[config.mk]
export PLATFORM = sky130hd
export DESIGN_NAME = id_operand_fetch
export DESIGN_NICKNAME = d
export VERILOG_FILES = /design/src/rtl/id_operand_fetch.sv
export SDC_FILE = /design/constraint.sdc
export NUM_CORES = 2
export LEC_CHECK = 0
export BUFFER_PORTS_ARGS = -buffer_cell sky130_fd_sc_hd__buf_4
export CAP_MARGIN = 20
export CORE_MARGIN = 2
export CORE_UTILIZATION = 35
export CTS_BUF_LIST = sky130_fd_sc_hd__clkbuf_4
export CTS_CLUSTER_SIZE = 25
export DETAILED_ROUTE_END_ITERATION = 7
export GPL_ROUTABILITY_DRIVEN = 0
export GPL_TIMING_DRIVEN = 0
export SYNTH_ARGS = -nofsm -noshare
export SYNTH_HDL_FRONTEND = slang
export SYNTH_SLANG_ARGS = --single-unit
[constraint.sdc]
create_clock -name clk -period 2.3 [get_ports clk]
set_input_delay 0.345 -clock clk [delete_from_list [all_inputs] [get_ports clk]]
set_output_delay 0.345 -clock clk [all_outputs]
set_load 0.01 [all_outputs]
[src/rtl/id_operand_fetch.sv]
`default_nettype none
// ============================================================================
// Module   : id_operand_fetch
// Purpose  : Decode-stage register file with write-to-read bypass, plus the
//            ID/EX operand latch with stall/flush control and stall-time
//            refresh of held operands.
// Revision : 1.0 - initial release
// ============================================================================
module id_operand_fetch #(
    parameter int DATA_W = 32,
    parameter int ADDR_W = 5
) (
    input  logic              clk,
    input  logic              rst,
    input  logic              wb_en,
    input  logic [ADDR_W-1:0] wb_addr,
    input  logic [DATA_W-1:0] wb_data,
    input  logic              id_valid,
    input  logic [ADDR_W-1:0] rs_addr,
    input  logic [ADDR_W-1:0] rt_addr,
    input  logic              stall,
    input  logic              flush,
    output logic              ex_valid,
    output logic [ADDR_W-1:0] ex_rs_addr,
    output logic [ADDR_W-1:0] ex_rt_addr,
    output logic [DATA_W-1:0] ex_rs_data,
    output logic [DATA_W-1:0] ex_rt_data
);

    localparam int c_nregs = 1 << ADDR_W;

    logic [DATA_W-1:0] r_regs [c_nregs];

    logic              w_wr_en;
    logic [DATA_W-1:0] w_rs_data;
    logic [DATA_W-1:0] w_rt_data;
    logic              w_refresh_rs;
    logic              w_refresh_rt;

    logic              r_ex_valid;
    logic [ADDR_W-1:0] r_ex_rs_addr;
    logic [ADDR_W-1:0] r_ex_rt_addr;
    logic [DATA_W-1:0] r_ex_rs_data;
    logic [DATA_W-1:0] r_ex_rt_data;

    // Register 0 is never written, so it always reads back as zero.
    assign w_wr_en = wb_en && (wb_addr != '0);

    // Source operand reads: r0 forced to zero, same-cycle writeback bypassed.
    always_comb begin
        w_rs_data = '0;
        w_rt_data = '0;
        if (rs_addr != '0) begin
            if (wb_en && (wb_addr == rs_addr)) w_rs_data = wb_data;
            else                               w_rs_data = r_regs[rs_addr];
        end
        if (rt_addr != '0) begin
            if (wb_en && (wb_addr == rt_addr)) w_rt_data = wb_data;
            else                               w_rt_data = r_regs[rt_addr];
        end
    end

    // A held operand is refreshed when its register is written during a stall.
    assign w_refresh_rs = w_wr_en && (wb_addr == r_ex_rs_addr);
    assign w_refresh_rt = w_wr_en && (wb_addr == r_ex_rt_addr);

    // Register array: cleared on reset, writeback only when not in reset.
    always_ff @(posedge clk) begin
        if (rst) begin
            for (int i = 0; i < c_nregs; i++) r_regs[i] <= '0;
        end else if (w_wr_en) begin
            r_regs[wb_addr] <= wb_data;
        end
    end

    // ID/EX latch: reset, then flush (beats stall), then stall with refresh.
    always_ff @(posedge clk) begin
        if (rst) begin
            r_ex_valid   <= 1'b0;
            r_ex_rs_addr <= '0;
            r_ex_rt_addr <= '0;
            r_ex_rs_data <= '0;
            r_ex_rt_data <= '0;
        end else if (flush) begin
            r_ex_valid   <= 1'b0;
            r_ex_rs_addr <= '0;
            r_ex_rt_addr <= '0;
            r_ex_rs_data <= '0;
            r_ex_rt_data <= '0;
        end else if (stall) begin
            if (w_refresh_rs) r_ex_rs_data <= wb_data;
            if (w_refresh_rt) r_ex_rt_data <= wb_data;
        end else begin
            r_ex_valid   <= id_valid;
            r_ex_rs_addr <= rs_addr;
            r_ex_rt_addr <= rt_addr;
            r_ex_rs_data <= w_rs_data;
            r_ex_rt_data <= w_rt_data;
        end
    end

    assign ex_valid   = r_ex_valid;
    assign ex_rs_addr = r_ex_rs_addr;
    assign ex_rt_addr = r_ex_rt_addr;
    assign ex_rs_data = r_ex_rs_data;
    assign ex_rt_data = r_ex_rt_data;

endmodule
`default_nettype wire

## Yosys cells after proc, flatten, opt, wreduce, memory -nomap -nowiden

Memories as Yosys holds them, arrays and structs flattened.
Cells that the tools add are included.

| cells by class | value |
|---|---|
| equality and inequality tests | 6 |
| multiplexer cells | 16 |
| reductions and logical operators | 10 |

Operator list:

| cell | count |
|---|---|
| 32-bit 2-to-1 mux | 9 |
| 32-bit OR reduction | 1 |
| 5-bit == test | 4 |
| 5-bit nonzero test | 3 |
| 1-bit 2-to-1 mux | 6 |
| 1-bit logical AND | 5 |
| 5-bit 2-to-1 mux | 1 |
| 2-bit by 1-bit inequality test with 1-bit output, second input constant | 2 |
| 2-bit OR reduction | 1 |

| word-level totals | value |
|---|---|
| register bits | 75 |
| RAM bits | 1024 |
| output and inout bits | 75 |
| word-level logic and storage cells | 38 |
| memories kept | 1 |

Memory list:

| name | depth | width | rd ports | clocked after memory_dff | wr ports | RTL line | text |
|---|---|---|---|---|---|---|---|
| r_regs | 32 | 32 | 2 | 0 | 32 | 32 | `logic [DATA_W-1:0] r_regs [c_nregs];` |

## Longest topological paths before layout

| depth | value |
|---|---|
| depth after elaboration | 7 |
| depth in mapped cells | 9 |
| mapped depth without buffers | 5 |

## Worst setup path before layout

Ideal clock, no wire load.

| path | value |
|---|---|
| path type | input port to flip-flop |
| start point | input rs_addr[0] |
| end point | register r_ex_rs_data[31], in the netlist ex_rs_data[31] |
| setup time | 138 ps |
| arrival | 2085 ps |
| required time | 2162 ps |
| path slack | 77 ps |
| cell stages on the path | 7 |
| buffers on the path | 3 |
| cell sequence | clkbuf_1 -> buf_2 -> buf_2 -> mux4_2 -> a22o_1 -> a221oi_1 -> o221ai_1 |

| on the way | value |
|---|---|
| cells in the longest elaborated chain, start to end | 5 |

RTL lines:

| element | RTL line | text |
|---|---|---|
| start: declaration | 19 | `input logic [ADDR_W-1:0] rs_addr,` |
| branches (longest 3 deep; another with memory read 32 x 32 bit) | n/a |  |
| 32-bit 2-to-1 mux * | 53 | `if (rs_addr != '0) begin` |
| 32-bit 2-to-1 mux * | 90 | `end else if (stall) begin` |
| end signal: assignment | 91 | `if (w_refresh_rs) r_ex_rs_data <= wb_data;` |
| end signal: assignment | 97 | `r_ex_rs_data <= w_rs_data;` |
| end: declaration | 43 | `logic [DATA_W-1:0] r_ex_rs_data;` |

Every way passes the cells marked *.
A chain may end at the register's enable or synchronous reset.

## Worst setup path after layout

| path | value |
|---|---|
| start point | input rt_addr[1] |
| end point | register r_ex_rt_data[20], in the netlist ex_rt_data[20] |

| on the way | value |
|---|---|
| cells in the longest elaborated chain, start to end | 5 |

RTL lines:

| element | RTL line | text |
|---|---|---|
| start: declaration | 20 | `input logic [ADDR_W-1:0] rt_addr,` |
| branches (longest 3 deep; another with memory read 32 x 32 bit) | n/a |  |
| 32-bit 2-to-1 mux * | 57 | `if (rt_addr != '0) begin` |
| 32-bit 2-to-1 mux * | 90 |  |
| end signal: assignment | 92 | `if (w_refresh_rt) r_ex_rt_data <= wb_data;` |
| end signal: assignment | 98 | `r_ex_rt_data <= w_rt_data;` |
| end: declaration | 44 | `logic [DATA_W-1:0] r_ex_rt_data;` |

Marked as above.

==> run summary <==
status - finished with violations
failing checks - setup timing
post-synthesis register bit count - 1,099
Max Slew Vio Count - 0
drt pass-1 iters - 6
Async S/R FF share, synth - 0%
initial antenna violation count - 23
Tot GR Track Use - 24.8%
Synth Warn # - 0
CTS tree - done
layout cell share with drive strength beyond 1 - 29.3%
Die ar. - 165,000 um2
DRT iter0 DRCs - 5,474
Tmin final - 2.42 ns
Reg2Reg Setup Slack - -0.02 ns
XOR/XNOR Fraction of Synth Area - 0.309%
Worst Hold Class - primary input to flop
CORE AREA - 161,000 um2
Crit Path Class - primary input to flop
Clk Tree Root Cell - clkbuf_4
clk sinks - 1,099
worst skew pair latency - 1.33 ns
Synth top area share - 54.2%
sequential element share of the synthesized area - 56.9%
final setup vio count - 28
vias per cell - 5.88
f_max - 0.413 GHz
Final Hold Vio Count - 0
final setup margin - -0.120 ns
DRC Markers - 0
Worst Hold Slack - 0.0410 ns
final worst-path cycle share - 105%
cell taking the most area after synthesis - edfxtp_1
Placement Setup Slack - -2.19 ns
ANT nets after route - 0
Worst-path clk slew - 0.06 ns
number of synthesized flops with an enable pin - 1,024
Ports - 128
Clock Skews - 0.0569 ns
ranking of synthesized cells by area - edfxtp_1 (54%), mux4_2 (20%), and2_1 (11%), dfxtp_1 (2.6%), clkbuf_1 (2.0%)
Synth cell types - 46
initial core utilization - 35.3%
Die Wd - 407 um
Congestion Overflow GR - 0
crit-path max FO - 10
syn avg cell area - 15.5 um2
vias in the first global route - 38.4k
max cap viols - 0
Synth Area in Compound Gates - 5.84%
CTS Buffer Depth - 4
Post-Route WL - 207,000 um
Die Ht - 407 um
multiplexer share of the synthesized area - 21.7%
Post-Synth Simple-Gate Area - 12.3%
I/O Buffers - 120
Num CTS Buffers - 305
largest net degree at the start of global routing - 33
Max VDD drop - 557 uV
Synth Flop Type - edfxtp_1
crit end category - flop
adder-cell share of the synthesized area - 0%
first-pass GRT wire length - 284,000 um
Filler cells - 15.0k
slew margin rel. - 13.2%
Synth Cell Area - 56,700 um2
Power Dens Cells - 721 nW/um2
CP Data Required Time - 3.46 ns
most instantiated cells after synthesis - edfxtp_1 (1,024), and2_1 (995), mux4_2 (511)
cell leakage power - 0.0225 uW
RSZ-0062 raised after global routing - false
vias post-DR - 38.9k
number of cell rows - 147
most numerous cell in the Yosys netlist - edfxtp_1
HPWL after DPL - 150,000 um
Worst EP arrival - 3.59 ns
net count reported at finish - 4,292
Syn-to-layout area delta - 16.0%
H-tree level count - 5
Cells after Synth - 3,655
Slew @ Worst Pin - 1.30 ns
startpoint class of the critical path - primary input
largest family of logic cells by synthesized area - multiplexers
wire length per cell - 31.3 um
worst max-delay path: stages:
cell,delay [ns]
buf_4,0.14
buf_2,0.56
clkbuf_4,0.49
clkbuf_2,0.50
mux4_2,0.43
a221oi_1,0.63
buf_4,0.31
o221ai_1,0.12
cell usage in the layout, fill, tap and decap left out, types with 7 or more instances in the layout:
| cell | count |
|---|---|
| edfxtp_1 | 1024 |
| and2_1 | 995 |
| mux4_2 | 511 |
| clkbuf_4 | 457 |
| clkbuf_1 | 293 |
| buf_4 | 126 |
| dlygate4sd3_1 | 108 |
| a22oi_1 | 94 |
| a22o_1 | 93 |
| a221oi_1 | 85 |
| mux2i_1 | 80 |
| buf_2 | 69 |
| o221ai_1 | 62 |
| nor2_1 | 46 |
| dfxtp_1 | 46 |
| clkinv_1 | 44 |
| nand2_1 | 35 |
| a2bb2oi_1 | 32 |
| conb_1 | 32 |
| dfxtp_2 | 25 |
| or2_2 | 24 |
| diode_2 | 18 |
| xnor2_1 | 17 |
| clkbuf_2 | 13 |
| buf_6 | 12 |
| buf_12 | 11 |
| buf_1 | 10 |
| a221oi_2 | 10 |
| or2_4 | 8 |
| nand3_1 | 7 |
final timing paths:
kind                                startpoint              to  depth (start not counted)
worst min register to register   ex_rt_addr[0]   ex_rt_addr[0]                          2
worst max register to register  r_regs[22][26]  ex_rt_data[26]                          5
worst min-delay path                rt_addr[4]  ex_rt_data[30]                          5
worst max-delay path                rt_addr[1]  ex_rt_data[20]                          8
registers in the layout (all words and copies together), names as in the netlist:
register and flops:
r_regs 1024, ex_rs_addr 5, ex_rt_addr 5, ex_rt_data 32, ex_valid 1, ex_rs_data 32
per-layer routing:
layer,routed length [um],track usage [%]
met3,25500,7.75
met5,76,0.0297
met4,8790,10.8
met2,91600,36.7
met1,81300,33.4
where the power goes:
group	total, uW	internal (uW)	leakage [uW]	switching (uW)
clock network	18000	9310	0.00224	8700
logic	5920	2440	0.00987	3490
registers	23500	22900	0.0104	605
total	47500	34700	0.0225	12800
stage by stage:
stage               power, uW  instances  area (um2)  utilization [%]  TNS [ns]
floorplan               27000       3686       56800                -         0
global placement        29300       5966       60400             37.6  -1635.10
detailed placement      29500       5970       60500             37.6  -1683.31
CTS                     47300       6586       65400             40.7         0
global route            48700       6607       65800             40.9         0
finish                  47500       6620       65800             40.9    -0.680
cell type report:
class | count | area [um2] | area share (%)
antenna | 18 | 45.0 | 0.0685
buffer | 403 | 1720 | 2.62
clock buffer | 455 | 3420 | 5.19
clock inverter | 55 | 290 | 0.441
inverter | 4 | 15.0 | 0.0228
multi-input combinational | 2179 | 23000 | 35.0
sequential | 1099 | 32300 | 49.1
tap | 2160 | 2700 | 4.11
timing repair buffer | 247 | 2300 | 3.49
cell families after synthesis:
family | count (synthesis)
other | 1
and+or+nand+nor | 1140
DFF | 1099
AOI/OAI and AO/OA | 394
xor gates and xnor gates | 20
muxes | 593
buffers and inverters | 408
timing repair:
item / in CTS / in global routing
gates cloned: 0 / 0
pin swaps: 1 / 2
resized for setup: 68 / 19
hold endpoints to repair: 1083 / 30
hold buffers: 104 / 4
endpoints found under the setup margin: 94 / 147
buffers inserted: 2 / 2
Power figures use the tool's default switching activity.
